### config.mk
export PLATFORM = sky130hd
export DESIGN_NAME = cmp_hazard_scoreboard_flat
export DESIGN_NICKNAME = d
export VERILOG_FILES = /design/src/rtl/cmp_hazard_scoreboard_if.sv /design/src/rtl/cmp_hazard_scoreboard.sv /design/src/flat_wrapper.sv
export SDC_FILE = /design/constraint.sdc
export NUM_CORES = 1
export LEC_CHECK = 0
export CORE_MARGIN = 2
export CORE_UTILIZATION = 50
export CTS_CLUSTER_DIAMETER = 150
export DETAILED_ROUTE_END_ITERATION = 10
export DONT_BUFFER_PORTS = 1
export SYNTH_ARGS = -nofsm -noshare
export SYNTH_HDL_FRONTEND = slang
export SYNTH_SLANG_ARGS = --single-unit
### constraint.sdc
create_clock -name clk -period 8.12 [get_ports clk]
set_input_delay 1.218 -clock clk [delete_from_list [all_inputs] [get_ports clk]]
set_output_delay 1.218 -clock clk [all_outputs]
set_load 0.01 [all_outputs]
### src/rtl/cmp_hazard_scoreboard_if.sv
// D-stage hazard scoreboard bundle: decoded operand info in,
// stall decision and operand forward selects out.
interface cmp_hazard_scoreboard_if #(
  parameter int STALL_CNT_W = 32
);
  logic                   flush;
  logic                   D_valid;
  logic [4:0]             D_rs;
  logic [4:0]             D_rt;
  logic                   D_rs_use;
  logic                   D_rt_use;
  logic [1:0]             D_rs_tuse;
  logic [1:0]             D_rt_tuse;
  logic [4:0]             D_wa;
  logic [1:0]             D_tnew;
  logic                   stall;
  logic [1:0]             fwd_rs_sel;
  logic [1:0]             fwd_rt_sel;
  logic [STALL_CNT_W-1:0] stall_cycles;

  modport master (
    output flush, D_valid,
    output D_rs, D_rt,
    output D_rs_use, D_rt_use,
    output D_rs_tuse, D_rt_tuse,
    output D_wa, D_tnew,
    input  stall, fwd_rs_sel,
    input  fwd_rt_sel, stall_cycles
  );

  modport slave (
    input  flush, D_valid,
    input  D_rs, D_rt,
    input  D_rs_use, D_rt_use,
    input  D_rs_tuse, D_rt_tuse,
    input  D_wa, D_tnew,
    output stall, fwd_rs_sel,
    output fwd_rt_sel, stall_cycles
  );
endinterface

### src/rtl/cmp_hazard_scoreboard.sv
// Tnew/Tuse scoreboard for the D stage: shadow E/M/W writer slots,
// stall decision and D-stage operand forward selects.
module cmp_hazard_scoreboard #(
  parameter int STALL_CNT_W = 32
) (
  input logic clk,
  input logic reset,
  cmp_hazard_scoreboard_if.slave hz
);

  typedef struct packed {
    logic       v;
    logic [4:0] wa;
    logic [1:0] tn;
  } slot_t;

  localparam logic [STALL_CNT_W-1:0] CNT_ONE = 1;

  slot_t e_q, e_d;
  slot_t m_q, m_d;
  slot_t w_q, w_d;

  logic [STALL_CNT_W-1:0] cnt_q, cnt_d;

  logic       rs_act, rt_act;
  logic [2:0] rs_res, rt_res;
  logic       stall;

  function automatic slot_t age(slot_t s);
    slot_t o;
    o = s;
    if (s.tn != 2'd0) o.tn = s.tn - 2'd1;
    return o;
  endfunction

  // result = {hazard, sel}; youngest matching slot decides
  function automatic logic [2:0] resolve(
    logic       act,
    logic [4:0] r,
    logic [1:0] tuse,
    slot_t      e,
    slot_t      m,
    slot_t      w
  );
    slot_t      hit;
    logic [1:0] idx;
    logic       found;
    logic [2:0] res;
    hit   = '0;
    idx   = 2'd0;
    found = 1'b0;
    res   = 3'b000;
    if (e.v && e.wa == r) begin
      hit = e; idx = 2'd1; found = 1'b1;
    end else if (m.v && m.wa == r) begin
      hit = m; idx = 2'd2; found = 1'b1;
    end else if (w.v && w.wa == r) begin
      hit = w; idx = 2'd3; found = 1'b1;
    end
    if (act && found) begin
      if (hit.tn > tuse) res = 3'b100;
      else if (hit.tn == 2'd0) res = {1'b0, idx};
    end
    return res;
  endfunction

  always_comb begin
    rs_act = hz.D_valid & hz.D_rs_use
           & (|hz.D_rs);
    rt_act = hz.D_valid & hz.D_rt_use
           & (|hz.D_rt);
    rs_res = resolve(rs_act, hz.D_rs,
                     hz.D_rs_tuse,
                     e_q, m_q, w_q);
    rt_res = resolve(rt_act, hz.D_rt,
                     hz.D_rt_tuse,
                     e_q, m_q, w_q);
    stall  = rs_res[2] | rt_res[2];
  end

  always_comb begin
    e_d = '0;
    m_d = age(e_q);
    w_d = age(m_q);
    if (hz.D_valid && !stall
        && hz.D_wa != 5'd0) begin
      e_d.v  = 1'b1;
      e_d.wa = hz.D_wa;
      e_d.tn = hz.D_tnew;
    end
    if (hz.flush) begin
      e_d = '0;
      m_d = '0;
      w_d = '0;
    end
    cnt_d = cnt_q;
    if (stall && cnt_q != '1)
      cnt_d = cnt_q + CNT_ONE;
  end

  always_ff @(posedge clk) begin
    if (reset) begin
      e_q   <= '0;
      m_q   <= '0;
      w_q   <= '0;
      cnt_q <= '0;
    end else begin
      e_q   <= e_d;
      m_q   <= m_d;
      w_q   <= w_d;
      cnt_q <= cnt_d;
    end
  end

  assign hz.stall        = stall;
  assign hz.fwd_rs_sel   = rs_res[1:0];
  assign hz.fwd_rt_sel   = rt_res[1:0];
  assign hz.stall_cycles = cnt_q;

endmodule

### src/flat_wrapper.sv
// flat-port wrapper written by rule: the top's interface ports become plain ports
module cmp_hazard_scoreboard_flat 
#(
  parameter int STALL_CNT_W = 32
)
  (clk, reset, hz_flush, hz_D_valid, hz_D_rs, hz_D_rt, hz_D_rs_use, hz_D_rt_use, hz_D_rs_tuse, hz_D_rt_tuse, hz_D_wa, hz_D_tnew, hz_stall, hz_fwd_rs_sel, hz_fwd_rt_sel, hz_stall_cycles);
  cmp_hazard_scoreboard_if #(.STALL_CNT_W(STALL_CNT_W)) hz_i ();
  input logic clk;
  input logic reset;
  input wire logic [$bits(hz_i.flush)-1:0] hz_flush;
  input wire logic [$bits(hz_i.D_valid)-1:0] hz_D_valid;
  input wire logic [$bits(hz_i.D_rs)-1:0] hz_D_rs;
  input wire logic [$bits(hz_i.D_rt)-1:0] hz_D_rt;
  input wire logic [$bits(hz_i.D_rs_use)-1:0] hz_D_rs_use;
  input wire logic [$bits(hz_i.D_rt_use)-1:0] hz_D_rt_use;
  input wire logic [$bits(hz_i.D_rs_tuse)-1:0] hz_D_rs_tuse;
  input wire logic [$bits(hz_i.D_rt_tuse)-1:0] hz_D_rt_tuse;
  input wire logic [$bits(hz_i.D_wa)-1:0] hz_D_wa;
  input wire logic [$bits(hz_i.D_tnew)-1:0] hz_D_tnew;
  output wire logic [$bits(hz_i.stall)-1:0] hz_stall;
  output wire logic [$bits(hz_i.fwd_rs_sel)-1:0] hz_fwd_rs_sel;
  output wire logic [$bits(hz_i.fwd_rt_sel)-1:0] hz_fwd_rt_sel;
  output wire logic [$bits(hz_i.stall_cycles)-1:0] hz_stall_cycles;
  assign hz_i.flush = hz_flush;
  assign hz_i.D_valid = hz_D_valid;
  assign hz_i.D_rs = hz_D_rs;
  assign hz_i.D_rt = hz_D_rt;
  assign hz_i.D_rs_use = hz_D_rs_use;
  assign hz_i.D_rt_use = hz_D_rt_use;
  assign hz_i.D_rs_tuse = hz_D_rs_tuse;
  assign hz_i.D_rt_tuse = hz_D_rt_tuse;
  assign hz_i.D_wa = hz_D_wa;
  assign hz_i.D_tnew = hz_D_tnew;
  assign hz_stall = hz_i.stall;
  assign hz_fwd_rs_sel = hz_i.fwd_rs_sel;
  assign hz_fwd_rt_sel = hz_i.fwd_rt_sel;
  assign hz_stall_cycles = hz_i.stall_cycles;
  cmp_hazard_scoreboard #(.STALL_CNT_W(STALL_CNT_W)) u_core (.clk(clk), .reset(reset), .hz(hz_i));
endmodule
==> results of run 1 <==
## kinds of logic (layout without fill, tap and decap cells)
family,Yosys count,count (layout)
AND/OR/NAND/NOR,175,175
flip-flops,56,56
AO/OA/AOI/OAI,39,39
XOR/XNOR,34,34
buffers and inverters,24,18
multiplexers,19,19
adder cells (fa/ha/maj),5,5
## final timing paths
check	startpoint	end	slack [ns]	cells after the start
max	hz_D_rt[0]	hz_stall	2.99	13
min reg2reg	u_core.m_q[0]	u_core.w_q[0]	0.47	1
min	u_core.m_q[0]	u_core.w_q[0]	0.47	1
max reg2reg	u_core.w_q[2]	u_core.hz.stall_cycles[11]	4.18	15
## cell usage in the layout, fill, tap and decap left out, types with 2 or more instances in the layout
cell	instances
dfxtp_1	56
nor2_1	38
xor2_1	24
nor2b_1	22
and2_1	22
nand2_1	21
and3_1	17
mux2_2	14
inv_1	10
xnor2_1	10
o21ai_0	10
nand4_1	10
nand3_1	9
nor4_1	8
a21oi_1	7
or3_1	5
ha_1	5
clkbuf_8	5
a22oi_1	4
nor3_1	4
and4_1	4
nor3_2	4
mux2_4	4
o311a_1	2
o2111ai_1	2
o31ai_4	2
nor2_2	2
or4_1	2
nand4b_1	2
a2111oi_2	2
## per-stage QoR
step,power (mW),setup slack (ns)
global placement,0.3014,3.090
detailed placement,0.3015,3.072
global route,0.4932,2.795
floorplan,0.3018,3.487
finish,0.4755,2.991
CTS,0.4798,3.066
## routing by layer
metal	wire length [um]	up-vias	GRT usage [%]
met5	0	-	0
met4	136	0	6.557
met3	449	13	4.970
met2	3054	67	31.96
met1	2947	1080	24.57
li1	-	1220	-
## Yosys cell counts (2+ instances only)
library cell | instances | area (um2)
dfxtp_1 | 56 | 1121
nor2_1 | 38 | 142.6
xor2_1 | 24 | 210.2
and2_1 | 22 | 137.6
nor2b_1 | 22 | 137.6
nand2_1 | 21 | 78.83
and3_1 | 17 | 106.4
mux2_2 | 14 | 157.7
inv_1 | 10 | 37.54
nand4_1 | 10 | 62.56
o21ai_0 | 10 | 50.05
xnor2_1 | 10 | 87.58
nand3_1 | 9 | 45.04
nor4_1 | 8 | 50.05
a21oi_1 | 7 | 35.03
clkbuf_1 | 6 | 22.52
ha_1 | 5 | 62.56
or3_1 | 5 | 31.28
a22oi_1 | 4 | 30.03
and4_1 | 4 | 35.03
mux2_4 | 4 | 60.06
nor3_1 | 4 | 20.02
nor3_2 | 4 | 40.04
buf_2 | 3 | 15.01
buf_6 | 3 | 33.78
a2111oi_2 | 2 | 30.03
nand4b_1 | 2 | 17.52
nor2_2 | 2 | 12.51
o2111ai_1 | 2 | 17.52
o311a_1 | 2 | 20.02
o31ai_4 | 2 | 42.54
or4_1 | 2 | 15.01
## final cells by class
type,instances,area [um2],share of cell area (%)
clock buffer,6,72.57,2.225
inverter,10,37.54,1.151
multi-input combinational,272,1902,58.30
sequential,56,1121,34.37
tap,75,93.84,2.877
clock inverter,2,35.03,1.074
## flip-flops by register name, summed over array words and instances, names as in the netlist
register	cells
u_core.e_q	8
u_core.m_q	8
u_core.hz.stall_cycles	32
u_core.w_q	8
## power by group
group          internal (mW)  leakage (nW)  switching (mW)
logic                0.00914         0.751         0.00806
clock network         0.0917        0.0552          0.0889
registers              0.276         0.452         0.00167
total                  0.377          1.26          0.0986
==> flow_summary.toml, run 1 <==
[outcome]
status = "finished clean"

[global_route]
grt_pass1_wl_mm = 11.12
gr-total-overflow = 0
grt_pass1_vias = 2355
antenna_found_initial = 0
grt_max_degree = 54
track_usage_pct = 19.37

[routing]
routedWlPerCell_um = 15.65
antenna_left = 0
drt_wl_total_mm = 6.587
route.detailed.drc = 0
vias_per_cell = 5.653
first_pass_iters = 4
drt_iter0_drc = 85
vias = 2380

[die]
core_area_um2 = 5991
die_w_um = 83.35
die_h_um = 83.35
ios = 64
die-area_um2 = 6946
rows = 28
start_util_pct = 52.55

[synth]
yosys.area_share.simple_pct = 30.96
synth_cells = 352
synthAdderAreaFrac_pct = 1.987
synth_warnings = 0
ys.flop_type = "dfxtp_1"
ys_ff_latch = 56
synthArstFlopShare_pct = 0
synth_edf_count = 0
synth_mux_area_share_pct = 7.234
synth_top_family_by_area = "simple AND/OR/NAND/NOR gates"
avgSynthCellArea_um2 = 8.943
ys_types = 50
synth_xor_area_share_pct = 9.459
syn-cell-area_um2 = 3148
syn-num-nets = 384
synth_compound_area_share_pct = 10.77
ys_seq_area_share_pct = 35.61

[place]
dp_hpwl_mm = 4.942
dpl.cell_count = 413
gp_congestion = 0.9591
placed_area_um2 = 3154
port_buffers = 0

[power_and_ir_drop]
p_per_area_nw_per_um2 = 145.8
ir_drop_uv = 65.84
leakage_nw = 1.258

[finish]
nNetsFinal = 377
num_antenna_cells = 0
final_cells = 421
syn2layout_area_growth_pct = 3.617
drive_above_1_share_pct = 12.43
final_area_um2 = 3262
fin_util_pct = 54.45
nFillCells = 586

[timing]
finalHoldViolations = 0
worstMarginPinSlew_ns = 0.8018
skew_ns = 0.009279
slew_headroom_pct = 46.35
finalSetupViolCount = 0
holdWs_ns = 0.4657
fmaxAchievable_mhz = 195.0
fin_tns_setup_ns = 0
fin_crit_ns = 5.129
drv_slew = 0
fin_crit_sh_pct = 63.17
rsz0062_at_grt = "no"

[clock_tree]
cts_num_sinks = 56
clk_pin_slew_ns = 0.10
cts_buffers = 5
cts_tree = "yes"
postCtsSetupRepairBufs = 0
hold_buffers = 0
clock_path_buffers = 2
htreeDepth = 2
cts_root_buf = "clkbuf_8"
clk_latency_ns = 0.31
cts_resized = 0

[setup_path]
cp-end-kind = "output pin"
path_class = "in -> out"
cp-start-kind = "input port"
crit_fanout = 6
crit_path_top_delay_cell = "o21ai_0"
path_delay_family = "simple AND/OR/NAND/NOR gates"
required_ns = 6.90
path_cells = "xor2_1 > nor4_1 > and3_1 > nor2b_1 > a22oi_1 > o21ai_0 > inv_1 > ha_1 > nand2_1 > o21ai_0 > and2b_2 > o31ai_4 > nand2_1"
path_buf_inv = 1
cpPeakStageDelay_ns = 0.33
worstPathArrival_ns = 3.91

[worst_hold_path]
worstHoldPathType = "reg -> reg"

[flow_run]
maxCapViolations = 0
Power figures use the tool's default switching activity.
==> run 2, diff against run 1 <==
==> constraint.sdc (replaced) <==
create_clock -name clk -period 5 [get_ports clk]
set_input_delay 0.75 -clock clk [delete_from_list [all_inputs] [get_ports clk]]
set_output_delay 0.75 -clock clk [all_outputs]
set_load 0.01 [all_outputs]
==> flow_summary.toml, run 2 (synthesis results as in run 1) <==
[global_route]
top_usage_layer = "met2"
antenna_found_initial = 0
track_usage_pct = 19.05
gr-total-overflow = 0
use_met3_pct = 4.573
grt_pass1_wl_mm = 11.10
grt_pass1_vias = 2315
gr-usage-met2_pct = 32.70
grt_max_degree = 54
met1_usage_pct = 23.74

[power_and_ir_drop]
ir_drop_uv = 155.3
p_per_area_nw_per_um2 = 238.4
leakage_nw = 1.263

[clock_tree]
cts_buffers = 5
clock_path_buffers = 2
cts_root_buf = "clkbuf_8"
htreeDepth = 2
clk_latency_ns = 0.31
cts_num_sinks = 56
hold_buffers = 0
clk_pin_slew_ns = 0.10
postCtsSetupRepairBufs = 0
cts_resized = 0
cts_tree = "yes"

[routing]
route.detailed.drc = 0
drt_iter0_drc = 62
routedWlPerCell_um = 15.43
vias = 2396
first_pass_iters = 4
vias_per_cell = 5.678
drt_wl_total_mm = 6.510
antenna_left = 0

[outcome]
status = "finished clean"

[finish]
largest_reg_flops = 32
layout_common_cells = "56 x dfxtp_1, 38 x nor2_1, 24 x xor2_1"
fin_util_pct = 54.70
nFillCells = 554
syn2layout_area_growth_pct = 4.094
num_antenna_cells = 0
drive_above_1_share_pct = 12.97
nNetsFinal = 378
layout_commonest_cell = "dfxtp_1"

[die]
start_util_pct = 52.55
ios = 64
rows = 28
die_w_um = 83.35
core_area_um2 = 5991
die-area_um2 = 6946
die_h_um = 83.35

[timing]
fin_crit_ns = 4.263
finalHoldViolations = 0
fin_crit_sh_pct = 85.26
drv_slew = 0
fin_tns_setup_ns = 0
finalSetupViolCount = 0
rsz0062_at_grt = "no"
slew_headroom_pct = 42.01
fmaxAchievable_mhz = 234.6
skew_ns = 0.008136
worstMarginPinSlew_ns = 0.8666

[setup_path]
required_ns = 4.25
worstPathArrival_ns = 3.51
cp-end-kind = "output pin"
cp-start-kind = "input port"
path_class = "in -> out"
crit_fanout = 4

[flow_run]
maxCapViolations = 0

[worst_hold_path]
worstHoldPathType = "reg -> reg"

[place]
gp_congestion = 0.8796
port_buffers = 0
dp_hpwl_mm = 4.947
[run 2: where the power goes]
part           internal (mW)  switching (mW)
Clock                  0.151           0.151
Combinational         0.0148          0.0130
Sequential             0.448         0.00269
Total                  0.614           0.167
[run 2: critical path: stages]
cell and delay (ns):
xor2_1 0.14, nor4_1 0.36, and3_1 0.30, nor2b_1 0.25
a22oi_1 0.13, o21ai_0 0.19, ha_1 0.26, nor2b_1 0.12
o21ai_0 0.23, o2111ai_1 0.18, nor4_1 0.59
[run 2: final cells by class]
cell class | count | area [um2] | area share (%)
multi-input cells | 272 | 1902 | 58.04
flip-flops and latches | 56 | 1121 | 34.21
well taps | 75 | 93.84 | 2.864
clock buffers | 5 | 68.82 | 2.100
clock inverters | 3 | 46.29 | 1.413
inverters | 10 | 37.54 | 1.145
repair buffers | 1 | 7.507 | 0.2291
[run 2: per-stage QoR]
| step | cells | setup WS [ns] | hold WS [ns] | total power, mW | cell area, um2 |
|---|---|---|---|---|---|
| 6_report | 422 | 0.7369 | 0.4766 | 0.7813 | 3277 |
| 5_1_grt | 422 | 0.5536 | 0.4765 | 0.8097 | 3277 |
| 4_1_cts | 422 | 0.7205 | 0.4774 | 0.7892 | 3277 |
| 3_5_place_dp | 414 | 0.7308 | 0.4508 | 0.4891 | 3162 |
| 3_3_place_gp | 414 | 0.7776 | 0.4536 | 0.4889 | 3162 |
| 2_1_floorplan | 352 | 1.303 | 0.4220 | 0.4900 | 3148 |
[run 2: final timing paths]
check,slack (ns),cells past startpoint,start,endpoint
worst min register to register,0.48,1,u_core.e_q[0],u_core.m_q[0]
worst max-delay path,0.74,11,hz_D_rt[0],hz_fwd_rt_sel[1]
worst min-delay path,0.48,1,u_core.e_q[0],u_core.m_q[0]
worst max register to register,1.22,15,u_core.w_q[2],u_core.hz.stall_cycles[21]
[run 2: routing by layer]
layer / share of wire, % / vias to the layer above
met5: 0 / -
met4: 1.5 / 0
met3: 5.3 / 9
met2: 48 / 52
met1: 45 / 1117
li1: - / 1218
==> run 3, diff against run 2 <==
--- a/config.mk
+++ b/config.mk
@@ -5,11 +5,13 @@
 export SDC_FILE = /design/constraint.sdc
 export NUM_CORES = 1
 export LEC_CHECK = 0
+export CORE_ASPECT_RATIO = 1.25
 export CORE_MARGIN = 2
 export CORE_UTILIZATION = 50
 export CTS_CLUSTER_DIAMETER = 150
 export DETAILED_ROUTE_END_ITERATION = 10
 export DONT_BUFFER_PORTS = 1
+export GPL_ROUTABILITY_DRIVEN = 1
 export SYNTH_ARGS = -nofsm -noshare
 export SYNTH_HDL_FRONTEND = slang
 export SYNTH_SLANG_ARGS = --single-unit
==> flow_summary.toml, run 3 (synthesis results as in run 1) <==
[power_and_ir_drop]
ir_drop_uv = 146.5
p_per_area_nw_per_um2 = 236.6
leakage_nw = 1.266

[routing]
routedWlPerCell_um = 15.06
route.detailed.drc = 0
drt_iter0_drc = 73
antenna_left = 0
vias = 2395
drt_wl_total_mm = 6.504
vias_per_cell = 5.544
first_pass_iters = 4

[clock_tree]
postCtsSetupRepairBufs = 0
cts_tree = "yes"
clock_path_buffers = 2
cts_root_buf = "clkbuf_8"
cts_num_sinks = 56
clk_pin_slew_ns = 0.09
htreeDepth = 2
cts_resized = 0
cts_buffers = 5
hold_buffers = 0
clk_latency_ns = 0.31

[timing]
fmaxAchievable_mhz = 238.0
holdWs_ns = 0.4740
skew_ns = 0.01265
drv_slew = 0
finalSetupViolCount = 0
slew_headroom_pct = 54.14
worstMarginPinSlew_ns = 0.6861
fin_tns_setup_ns = 0
rsz0062_at_grt = "no"
finalHoldViolations = 0
fin_crit_sh_pct = 84.03
fin_crit_ns = 4.202

[die]
core_area_um2 = 6126
die-area_um2 = 6951
die_h_um = 92.72
ios = 64
rows = 32
start_util_pct = 51.39
die_w_um = 74.97

[global_route]
track_usage_pct = 19.22
top_usage_layer = "met2"
antenna_found_initial = 0
met1_usage_pct = 22.25
grt_pass1_vias = 2249
gr-usage-met2_pct = 34.80
gr-total-overflow = 0
use_met3_pct = 5.114
grt_max_degree = 54
grt_pass1_wl_mm = 10.51

[setup_path]
crit_fanout = 6
reg2reg_from = "u_core.w_q[2]"
worstPathArrival_ns = 3.45
r2r_cells = 15
cp-end-kind = "output pin"
cp-start-kind = "input port"
reg2reg_to = "u_core.hz.stall_cycles[9]"
r2r_slack_ns = 1.08
required_ns = 4.25
path_class = "in -> out"

[place]
gp_congestion = 0.8628
port_buffers = 0
dp_hpwl_mm = 4.937
placed_area_um2 = 3174
dpl.cell_count = 424

[worst_hold_path]
whs_endpoint = "u_core.m_q[0]"
hold_start = "u_core.e_q[0]"
worstHoldPathType = "reg -> reg"
whs_path_depth = 1

[finish]
largest_reg_flops = 32
syn2layout_area_growth_pct = 4.531
layout_commonest_cell = "dfxtp_1"
nNetsFinal = 378
drive_above_1_share_pct = 12.97
fin_util_pct = 53.72
layout_common_cells = "56 x dfxtp_1, 38 x nor2_1, 24 x xor2_1"
final_cells = 432
final_area_um2 = 3291
num_antenna_cells = 0

[flow_run]
maxCapViolations = 0

[outcome]
status = "finished clean"
[run 3: worst max-delay path, cell delays in order]
cell	delay [ns]
xor2_1	0.15
nor4_1	0.34
and3_1	0.31
nor2b_1	0.26
a22oi_1	0.09
o21ai_0	0.34
inv_1	0.08
ha_1	0.28
nand2_1	0.04
o21ai_0	0.10
and2b_2	0.27
o31ai_4	0.12
nand2_1	0.31
[run 3: power by group]
group          switching, mW  internal, mW  total, mW
sequential           0.00251         0.448      0.451
clock                  0.148         0.151      0.299
combinational         0.0132        0.0154     0.0286
total                  0.164         0.615      0.778
[run 3: metrics by stage]
stage / setup WS [ns] / total power, mW
after floorplan: 1.303 / 0.4900
after global placement: 0.6903 / 0.4897
after detailed placement: 0.6254 / 0.4902
after CTS: 0.7775 / 0.7920
after global routing: 0.6224 / 0.8114
final: 0.7983 / 0.7785
[run 3: area by class of cell]
| class | count | area, um2 |
|---|---|---|
| fill | 617 | 2835 |
| multi-input combinational | 272 | 1902 |
| sequential | 56 | 1121 |
| tap | 85 | 106.4 |
| clock buffer | 5 | 68.82 |
| clock inverter | 3 | 47.55 |
| inverter | 10 | 37.54 |
| timing repair buffer | 1 | 7.507 |
[run 3: metal layers]
metal	wire [um]	up-vias
li1	-	1215
met1	2628	1118
met2	3423	58
met3	401	4
met4	51	0
met5	0	-
[run 3: worst max-delay path by stage]
stage / slack [ns] / from / to / depth (start not counted)
finish: 0.80 / hz_D_rt[0] / hz_stall / 13
global route: 0.62 / hz_D_rt[0] / hz_stall / 13
CTS: 0.78 / hz_D_rt[0] / hz_stall / 13
detailed placement: 0.63 / hz_D_rt[0] / u_core.hz.stall_cycles[9] / 15
global placement: 0.69 / hz_D_rt[0] / u_core.hz.stall_cycles[9] / 15
floorplan: 1.30 / hz_D_rs[0] / hz_fwd_rs_sel[1] / 11
